`src/rtl/ofmap_accum_drain.sv`:
```
// Receive end of a systolic MAC column: accumulates NUM_TILES passes of partial sums
// into a DEPTH-entry buffer, then drains the finished ofmap values over valid/ready.
module ofmap_accum_drain #(
  parameter int OFMAP_WIDTH = 8,
  parameter int ACC_WIDTH   = 16,
  parameter int DEPTH       = 4,
  parameter int NUM_TILES   = 2
) (
  input  logic                   clk,
  input  logic                   rst,
  input  logic                   start,
  input  logic                   psum_valid,
  input  logic [OFMAP_WIDTH-1:0] psum_in,
  output logic                   busy,
  output logic                   ofmap_valid,
  output logic [ACC_WIDTH-1:0]   ofmap_data,
  input  logic                   ofmap_ready,
  output logic                   done
);

  localparam int ADDR_W = (DEPTH > 1) ? $clog2(DEPTH) : 1;
  localparam int TILE_W = (NUM_TILES > 1) ? $clog2(NUM_TILES) : 1;
  localparam logic [ADDR_W-1:0] LAST_ADDR = ADDR_W'(DEPTH - 1);
  localparam logic [TILE_W-1:0] LAST_TILE = TILE_W'(NUM_TILES - 1);

  typedef enum logic [1:0] {
    IDLE,
    ACCUM,
    DRAIN
  } state_t;

  state_t               state_q, state_d;
  logic [ADDR_W-1:0]    wr_addr_q, rd_addr_q, rd_next;
  logic [TILE_W-1:0]    tile_q;
  logic [ACC_WIDTH-1:0] buf_mem [DEPTH];
  logic [ACC_WIDTH-1:0] psum_ext;
  logic                 accept, last_accept, xfer, last_xfer;

  assign psum_ext = ACC_WIDTH'(psum_in);
  assign rd_next  = rd_addr_q + 1'b1;

  // NOTE: every signal written here gets a default first, so no path can infer a latch.
  always_comb begin
    state_d     = state_q;
    accept      = 1'b0;
    last_accept = 1'b0;
    xfer        = 1'b0;
    last_xfer   = 1'b0;
    case (state_q)
      IDLE: begin
        if (start) state_d = ACCUM;
      end
      ACCUM: begin
        accept      = psum_valid;
        last_accept = psum_valid && (tile_q == LAST_TILE) && (wr_addr_q == LAST_ADDR);
        if (last_accept) state_d = DRAIN;
      end
      DRAIN: begin
        xfer      = ofmap_ready;
        last_xfer = ofmap_ready && (rd_addr_q == LAST_ADDR);
        if (last_xfer) state_d = IDLE;
      end
      default: state_d = IDLE;
    endcase
  end

  assign busy        = (state_q != IDLE);
  assign ofmap_valid = (state_q == DRAIN);

  // NOTE: state uses non-blocking assignments so every flop samples pre-edge values.
  always_ff @(posedge clk) begin
    if (rst) begin
      state_q    <= IDLE;
      wr_addr_q  <= '0;
      rd_addr_q  <= '0;
      tile_q     <= '0;
      ofmap_data <= '0;
      done       <= 1'b0;
    end else begin
      state_q <= state_d;
      done    <= last_xfer;
      if ((state_q == IDLE) && start) begin
        wr_addr_q <= '0;
        rd_addr_q <= '0;
        tile_q    <= '0;
      end
      if (accept) begin
        if (wr_addr_q == LAST_ADDR) begin
          wr_addr_q <= '0;
          tile_q    <= tile_q + 1'b1;
        end else begin
          wr_addr_q <= wr_addr_q + 1'b1;
        end
      end
      // Entry 0 is already final when the last psum (entry DEPTH-1) lands.
      if (last_accept) begin
        rd_addr_q  <= '0;
        ofmap_data <= buf_mem[0];
      end
      if (xfer && !last_xfer) begin
        rd_addr_q  <= rd_next;
        ofmap_data <= buf_mem[rd_next];
      end
    end
  end

  // NOTE: the buffer has no reset; tile 0 overwrites every entry before it is read.
  always_ff @(posedge clk) begin
    if (accept) begin
      if (tile_q == '0) buf_mem[wr_addr_q] <= psum_ext;
      else              buf_mem[wr_addr_q] <= buf_mem[wr_addr_q] + psum_ext;
    end
  end

endmodule

```
`config.mk`:
```
export PLATFORM = sky130hd
export DESIGN_NAME = ofmap_accum_drain
export DESIGN_NICKNAME = d
export VERILOG_FILES = /design/src/rtl/ofmap_accum_drain.sv
export SDC_FILE = /design/constraint.sdc
export NUM_CORES = 1
export LEC_CHECK = 0
export ABC_AREA = 1
export CAP_MARGIN = 20
export CORE_ASPECT_RATIO = 1.25
export CORE_MARGIN = 3
export CORE_UTILIZATION = 35
export CTS_BUF_LIST = sky130_fd_sc_hd__clkbuf_8
export CTS_CLUSTER_SIZE = 10
export DETAILED_ROUTE_END_ITERATION = 7
export PLACE_DENSITY_LB_ADDON = 0.05
export SYNTH_ARGS = -nofsm -noshare
export SYNTH_HDL_FRONTEND = slang
export SYNTH_SLANG_ARGS = --single-unit
```
`constraint.sdc`:
```
create_clock -name clk -period 5.4 [get_ports clk]
set_input_delay 1.08 -clock clk [delete_from_list [all_inputs] [get_ports clk]]
set_output_delay 1.08 -clock clk [all_outputs]
set_load 0.01 [all_outputs]
```
; Yosys cells after proc, flatten, opt, wreduce, memory -nomap -nowiden
; Memory sizes are Yosys's and may differ from the RTL's. A register that Yosys moved wholly into a read port is not among the register bits.
; Index checks and enable logic that the tools add are counted.
[totals]
ff_bits = 24
mem_bits_rw = 64
memories = 1
[mem_list]
columns = memory, words, word_bits, rd, rd_clocked_by_memory_dff, write_ports, line_no
row1 = buf_mem, 4, 16, 3, 1, 1, 35  ; logic [ACC_WIDTH-1:0] buf_mem [DEPTH];
[op_classes]
n_addsub = 4
n_eq_ne = 7
n_mux = 27
bitwise_logic = 1
reduce_logical = 12
[op_table]
columns = op, count
row1 = $mux W16, 3
row2 = $mux W2, 10
row3 = $add A16 B8 Y16, 1
row4 = $mux W1, 13
row5 = $eq A2 B2 Y1 const B, 3
row6 = $pmux W2 S3, 1
row7 = $reduce_bool A2 Y1, 3
row8 = $logic_and A1 B1 Y1, 5
row9 = $add A2 B1 Y2 const B, 2
row10 = $ne A2 B2 Y1 const B, 2
row11 = $reduce_and A3 Y1, 1
row12 = $reduce_bool A3 Y1, 1
row13 = $eq A2 B1 Y1 const B, 1
row14 = $logic_not A2 Y1, 1
row15 = $ne A2 B1 Y1 const B, 1
row16 = $add A1 B1 Y1 const B, 1
row17 = $logic_not A1 Y1, 1
row18 = $or A1 B1 Y1, 1

; Logic depth before layout (Yosys ltp)
; Gate-level depths: netlist of the first run.
[logic_depth]
word_depth = 6
mapped_depth = 16
mapped_depth_nobuf = 14

; Least setup slack after synthesis of the first run
; OpenSTA, ideal clock, no wires.
[synth_path]
path_type = register to register
from = reg (tool-made name)
to = mem buf_mem[0][14] (data pin)
setup_time_ns = 0.259
t_arrival_ns = 2.560
slack_ns = 2.582
path_stages_with_launch = 15
n_path_buf = 2
cell_sequence = dfxtp_1 -> inv_2 -> buf_2 -> clkbuf_1 -> nor2_1 -> o22ai_1 -> ha_1 -> inv_1 -> fa_1 -> o21ai_0 -> nand2_1 -> a21oi_2 -> nand3b_1 -> nand2_1 -> nor2_1
[synth_rtl]
columns = item, line_no
row1 = end: declaration, 35

==> results of run 1 <==
## per-layer routing
metal / vias up / GRT usage [%]
li1: 1946 / -
met1: 1865 / 21.9
met2: 85 / 31.6
met3: 15 / 2.59
met4: 0 / 6.49
met5: - / 0
## critical path: stages (launching register included)
cell,delay [ns]
dfxtp_1,0.32
buf_4,0.21
inv_1,0.50
o21ai_0,0.19
o22ai_1,0.19
ha_1,0.23
inv_1,0.06
fa_1,0.39
o21ai_0,0.37
nand2_1,0.19
a21oi_2,0.29
nand3_1,0.10
a21oi_1,0.26
## cells by family (layout without fill, tap and decap cells)
kind of cell	count (synthesis)	after routing	share of synthesized area [%]
and+or+nand+nor	233	233	20.7
AOI/OAI and AO/OA	120	120	14.2
DFF	90	90	50.6
buffers and inverters	88	118	7.70
adders and majority gates	14	14	3.79
muxes	10	10	2.07
xor gates and xnor gates	5	5	0.908
## stage by stage
step	worst slack (ns)	instance area [um2]	util [%]	std cells	hold WS [ns]
3_5_place_dp	1.79	5260	39.4	744	0.458
4_1_cts	1.87	5470	41.0	760	0.471
5_1_grt	1.50	5490	41.2	761	0.493
3_3_place_gp	1.87	5260	39.4	744	0.454
2_1_floorplan	2.58	4820	-	560	0.443
6_report	1.89	5490	41.2	761	0.468
## Yosys cell counts (3+ instances only)
master	n	area share, %
buf_6	3	0.70
buf_2	6	0.62
buf_4	3	0.47
dfxtp_1	26	11
xor2_1	3	0.54
inv_1	59	4.6
clkbuf_1	11	0.86
mux2i_1	10	2.1
o21ai_0	53	5.5
inv_2	4	0.31
nand2_1	120	9.3
o211ai_1	10	1.6
a21oi_1	27	2.8
nor2_1	59	4.6
a211oi_1	4	0.62
edfxtp_1	64	40
o21bai_1	3	0.47
ha_1	13	3.4
nand3_1	38	3.9
o22ai_1	19	2.5
## power groups by stage
stage / logic (W) / registers, W / clock network (W)
2_1_floorplan: 0.0000982 / 0.000763 / 0
3_3_place_gp: 0.000140 / 0.000764 / 0
3_5_place_dp: 0.000142 / 0.000764 / 0
4_1_cts: 0.000142 / 0.000748 / 0.000507
5_1_grt: 0.000160 / 0.000749 / 0.000532
6_report: 0.000141 / 0.000748 / 0.000491
## how the worst max path moves through the flow
| stage | from | endpoint | slack, ns | cells after the start |
|---|---|---|---|---|
| floorplan | register | buf_mem[0][14] | 2.58 | 14 |
| global placement | psum_in[0] | buf_mem[1][12] | 1.87 | 9 |
| detailed placement | psum_in[0] | buf_mem[0][12] | 1.79 | 9 |
| CTS | register | buf_mem[2][12] | 1.87 | 12 |
| global route | register | buf_mem[0][12] | 1.50 | 12 |
| finish | register | buf_mem[2][12] | 1.89 | 12 |
## area by class of cell
type,count,area share (%)
clock buffer,9,2.25
clock inverter,7,1.46
inverter,64,4.37
multi-input combinational,382,36.6
sequential,90,44.5
tap,171,3.89
timing repair buffer,38,6.97
## flip-flops by register name (all words and copies together), names as in the netlist, named ones only
name        cells
state_q         2
buf_mem        64
wr_addr_q       2
rd_addr_q       2
done            1
tile_q          1
ofmap_data     16
## cells in the final DEF, fill, tap and decap left out
| cell | n |
|---|---|
| a211oi_1 | 4 |
| a21oi_1 | 27 |
| a21oi_2 | 1 |
| a22oi_1 | 1 |
| a32oi_1 | 1 |
| buf_16 | 1 |
| buf_4 | 6 |
| bufinv_16 | 2 |
| clkbuf_8 | 9 |
| clkdlybuf4s50_1 | 31 |
| clkinv_1 | 2 |
| clkinv_2 | 1 |
| dfxtp_1 | 26 |
| edfxtp_1 | 64 |
| fa_1 | 1 |
| ha_1 | 13 |
| inv_1 | 62 |
| inv_2 | 4 |
| mux2i_1 | 10 |
| nand2_1 | 120 |
| nand2_2 | 2 |
| nand2_4 | 2 |
| nand3_1 | 38 |
| nand3_2 | 1 |
| nand3b_1 | 2 |
| nand4_1 | 1 |
| nor2_1 | 59 |
| nor2_2 | 2 |
| nor2_4 | 2 |
| nor2_8 | 1 |
| nor3_1 | 2 |
| nor4_1 | 1 |
| o211ai_1 | 10 |
| o211ai_2 | 1 |
| o21ai_0 | 53 |
| o21bai_1 | 3 |
| o22ai_1 | 19 |
| xnor2_1 | 2 |
| xor2_1 | 3 |
==> out/results.tsv, run 1 <==
stage	metric	value	unit
outcome	status	finished, final reports clean	
sta	fin crit period	3.51	ns
route	routed wire length	13.1	mm
min_path	hold_sp	ofmap_data[1]	
cts	CTS tree	built	
route	highest routed metal layer	met4	
global_route	number of global-route vias before repair	3923	
placed_design	RePlAce Congestion	0.771	
route	Final ANT Viol Nets	0	
floorplan	# IOs	32	
pwr	static leakage	2.19	nW
critical_path	Crit Path Category	reg -> reg	
route	routed via count	3911	
route	DR WL met3	518	um
min_path	worst hold-check path type	reg -> reg	
sta	Final Max Tran Viols	0	
pwr	combinational power share	10.2	%
placed_design	dpl hpwl	8.53	mm
placed_design	Port-buffer cells	31	
synth	Mapped Cells	560	
sta	# setup viols final	0	
critical_path	reg2reg end	buf_mem[2][12]	
critical_path	Worst Path Required	5.57	ns
pwr	cell internal pwr	0.00105	W
cts	Max clock buf depth	2	
finish	Diodes inserted	0	
sta	FMAX	285	MHz
critical_path	R2R depth	12	
pwr	Pwr per Cell Area	251	nW/um2
pwr	Total Power Consumption	0.00138	W
critical_path	peak fanout along the critical path	18	
pwr	Switch Pwr	0.000334	W
pwr	Switching Share	24.2	%
global_route	antenna violations before repair	0	
sta	RSZ-0062 raised after global routing	false	
route	WL met1	5.84	mm
floorplan	Starting Density	36.1	%
pwr	power share of the clock group	35.6	%
route	via/cell ratio	5.14	
route	met2 wire len	6.56	mm
cts	post-cts sizing count	0	
critical_path	Critical Path AT	3.68	ns
pwr	Seq pwr share	54.2	%
floorplan	Rows	47	
synth	EDFF count, synth	64	
sta	Worst-Margin Slew	0.835	ns
global_route	first-pass GRT wire length	21.0	mm
synth	asr flop ratio synth	0	%
synth	yosys warns	0	
finish	layout net count	612	
sta	setup TNS	0	ns
cts	Reg clk slew, reported paths	0.09	ns
critical_path	Crit. End Element	register	
route	1st-pass router iterations	4	
sta	Worst Clk Skew	0.00745	ns
synth	Distinct cells, synth	38	
sta	max_slew headroom	44.2	%
global_route	grt ovf	0	
min_path	hold path depth	2	
route	DRC viols	0	
critical_path	Setup crit start kind	register	
synth	sequential-to-total area share from yosys stat	50.6	%
critical_path	setup slack, reg-to-reg	1.89	ns
synth	post-synthesis sequential element count	90	
cts	H-tree levels	3	
finish	area grow syn2layout	13.9	%
finish	layout cells sized above 1	5.93	%
floorplan	Die X	111	um
floorplan	die area	15200	um2
floorplan	total core area	13300	um2
finish	FILL cells	1363	
cts	CTS Root Cell	clkbuf_8	
cts	Post-CTS Setup Bufs	0	
cts	clock latency on the worst-skew pair	0.36	ns
cts	clk sink count	90	
finish	multi-input logic area	2010	um2
global_route	largest net degree at the start of global routing	40	
finish	Storage cell area	2440	um2
global_route	All-Layer GR Usage	17.7	%
sta	Final Hold Fails	0	
synth	synthesized area	4820	um2
synth	Post-Syn Nets	587	
route	Iter 0 DRT Violations	207	
min_path	Hold EP	ofmap_data[1]	
sta	Tcrit/Tclk final	65.1	%
cts	cts bufs inserted	9	
route	wire per inst	17.3	um
floorplan	Chip Height	137	um
pwr	VDD IR-drop max	94.6	uV
synth	syn_area_per_cell	8.62	um2
synth	Primary FF master, synth	edfxtp_1	
flow_run	Max Cap Viol	0	
cts	Post-CTS Hold Fix Bufs	0	
No activity file was read; power rests on OpenSTA's default activity.
==> run 2: changes to the inputs <==
clock period = 2.98 ns   (was 5.4 ns; I/O delays follow)
==> out/results.tsv, run 2 (synthesis gave the netlist of run 1 again) <==
stage	metric	value	unit	change
global_route	first-pass GRT wire length	21.4	mm	was 21.0 mm
finish	most frequent cells in the layout	nand2_1 (120), edfxtp_1 (64), inv_1 (60)		was nand2_1 (120), edfxtp_1 (64), inv_1 (62)
finish	biggest regs	buf_mem (64), ofmap_data (16)		unchanged
finish	Diodes inserted	0		unchanged
global_route	largest net degree at the start of global routing	38		was 40
pwr	power share of the clock group	35.9	%	was 35.6%
route	1st-pass router iterations	4		unchanged
route	routed via count	3967		was 3911
floorplan	Chip Height	137	um	unchanged
route	routed wire length	13.6	mm	was 13.1 mm
sta	RSZ-0062 raised after global routing	false		unchanged
cts	CTS Root Cell	clkbuf_8		unchanged
critical_path	setup slack, reg-to-reg	0.23	ns	was 1.89 ns
cts	Post-CTS Setup Bufs	0		unchanged
cts	CTS tree	built		unchanged
pwr	cell internal pwr	0.00191	W	was 0.00105 W
outcome	status	finished, final reports clean		unchanged
floorplan	total core area	13300	um2	unchanged
sta	Worst Clk Skew	0.0109	ns	was 0.00745 ns
sta	Tcrit/Tclk final	92.4	%	was 65.1%
global_route	number of global-route vias before repair	3845		was 3923
finish	area grow syn2layout	16.2	%	was 13.9%
sta	# setup viols final	0		unchanged
finish	layout net count	628		was 612
route	wire per inst	17.6	um	was 17.3 um
floorplan	Starting Density	36.1	%	unchanged
critical_path	Crit. End Element	register		unchanged
critical_path	CP max-delay cell	fa_1		was inv_1
floorplan	Die X	111	um	unchanged
critical_path	Crit Path Category	reg -> reg		unchanged
pwr	static leakage	2.26	nW	was 2.19 nW
cts	cts bufs inserted	9		unchanged
route	via/cell ratio	5.11		was 5.14
global_route	grt ovf	0		unchanged
sta	Final Max Tran Viols	0		unchanged
min_path	worst hold-check path type	reg -> reg		unchanged
global_route	antenna violations before repair	0		unchanged
sta	setup TNS	0	ns	unchanged
finish	Most flops, register	buf_mem		unchanged
finish	layout cells sized above 1	8.91	%	was 5.93%
finish	most common cell after layout, fill and taps aside	nand2_1		unchanged
floorplan	Rows	47		unchanged
sta	FMAX	363	MHz	was 285 MHz
cts	Max clock buf depth	2		unchanged
pwr	Switching Share	24.6	%	was 24.2%
floorplan	die area	15200	um2	unchanged
cts	clk sink count	90		unchanged
critical_path	peak fanout along the critical path	8		was 18
pwr	Pwr per Cell Area	452	nW/um2	was 251 nW/um2
sta	Final Hold Fails	0		unchanged
pwr	Seq pwr share	53.6	%	was 54.2%
pwr	Switch Pwr	0.000624	W	was 0.000334 W
critical_path	CP cell instances	inv_1, o21ai_0, o22ai_1, ha_1, inv_1, fa_1, o21ai_0, nand2_1, a21oi_2, nand3b_1, nand2_1, nor2_1		was buf_4, inv_1, o21ai_0, o22ai_1, ha_1, inv_1, fa_1, o21ai_0, nand2_1, a21oi_2, nand3_1, a21oi_1
floorplan	# IOs	32		unchanged
cts	H-tree levels	3		unchanged
cts	clock latency on the worst-skew pair	0.36	ns	about the same
finish	max reg flops	64		unchanged
sta	Worst-Margin Slew	0.780	ns	was 0.835 ns
critical_path	Critical Path AT	2.86	ns	was 3.68 ns
critical_path	CP peak stage delay	0.39	ns	was 0.50 ns
flow_run	Max Cap Viol	0		unchanged
placed_design	dpl hpwl	9.21	mm	was 8.53 mm
placed_design	RePlAce Congestion	0.850		was 0.771
global_route	All-Layer GR Usage	18.3	%	was 17.7%
sta	Setup WS post-layout	0.227	ns	was 1.89 ns
sta	Hold Slack	0.469	ns	was 0.468 ns
pwr	VDD IR-drop max	185	uV	was 94.6 uV
sta	max_slew headroom	47.7	%	was 44.2%
placed_design	Port-buffer cells	31		unchanged
sta	fin crit period	2.75	ns	was 3.51 ns
route	Iter 0 DRT Violations	156		was 207
placed_design	pre-CTS WS	0.0175	ns	was 1.79 ns
route	DRC viols	0		unchanged
route	Final ANT Viol Nets	0		unchanged
pwr	combinational power share	10.5	%	was 10.2%
cts	Reg clk slew, reported paths	0.09	ns	about the same
critical_path	Setup crit start kind	register		unchanged
critical_path	Worst Path Required	3.09	ns	was 5.57 ns
-- run 2: changes by cell type in the layout (fill, tap and decap cells not counted), sizes merged --
cell	delta
buf	+16
clkinv	+2
inv	-2
-- run 2: through the flow --
| step | cells | power, W | instance area (um2) | utilization, % |
|---|---|---|---|---|
| floorplan | 560 | 0.00156 | 4820 | - |
| global placement | 761 | 0.00165 | 5390 | 40.4 |
| detailed placement | 761 | 0.00165 | 5390 | 40.4 |
| CTS | 777 | 0.00256 | 5600 | 41.9 |
| global route | 777 | 0.00264 | 5610 | 42.0 |
| finish | 777 | 0.00253 | 5610 | 42.0 |
-- run 2: final cells by class --
class                           count  area, um2
Clock buffer                        9        124
Clock inverter                      7       85.1
Fill cell                        1344       7740
Inverter                           64        240
Multi-Input combinational cell    382       2020
Sequential cell                    90       2440
Tap cell                          171        214
Timing Repair Buffer               54        483
-- run 2: final timing paths --
path,startpoint,endpoint,cells past startpoint
setup / recovery,register,buf_mem[1][14],12
hold / removal,ofmap_data[1],ofmap_data[1],2
setup reg to reg,register,buf_mem[1][14],12
hold reg to reg,ofmap_data[1],ofmap_data[1],2
-- run 2: power groups by stage --
stage,combinational [W],clock [W],sequential (W)
2_1_floorplan,0.000178,0,0.00138
3_3_place_gp,0.000265,0,0.00139
3_5_place_dp,0.000266,0,0.00139
4_1_cts,0.000268,0.000933,0.00136
5_1_grt,0.000302,0.000981,0.00136
6_report,0.000266,0.000909,0.00136
-- run 2: critical path: cells and delay by family (launching register included) --
kind	cells	cell delay (ns)
AO/OA/AOI/OAI	4	0.87
adder cells (fa/ha/maj)	2	0.59
buffers and inverters	2	0.29
flip-flops	1	0.35
AND/OR/NAND/NOR	4	0.41
-- run 2: per-layer routing --
metal  wire, um  global-route usage, %  vias to the layer above
li1           -                      -                     1982
met1       6350                   24.5                     1882
met2       6530                   31.1                       91
met3        590                   2.90                       12
met4        167                   5.34                        0
met5          0                      0                        -
-- run 2: what timing repair did --
| item | CTS | global route |
|---|---|---|
| gates resized for setup | 0 | 2 |
| hold buffers | 0 | 0 |
| setup endpoints to repair | 0 | 8 |
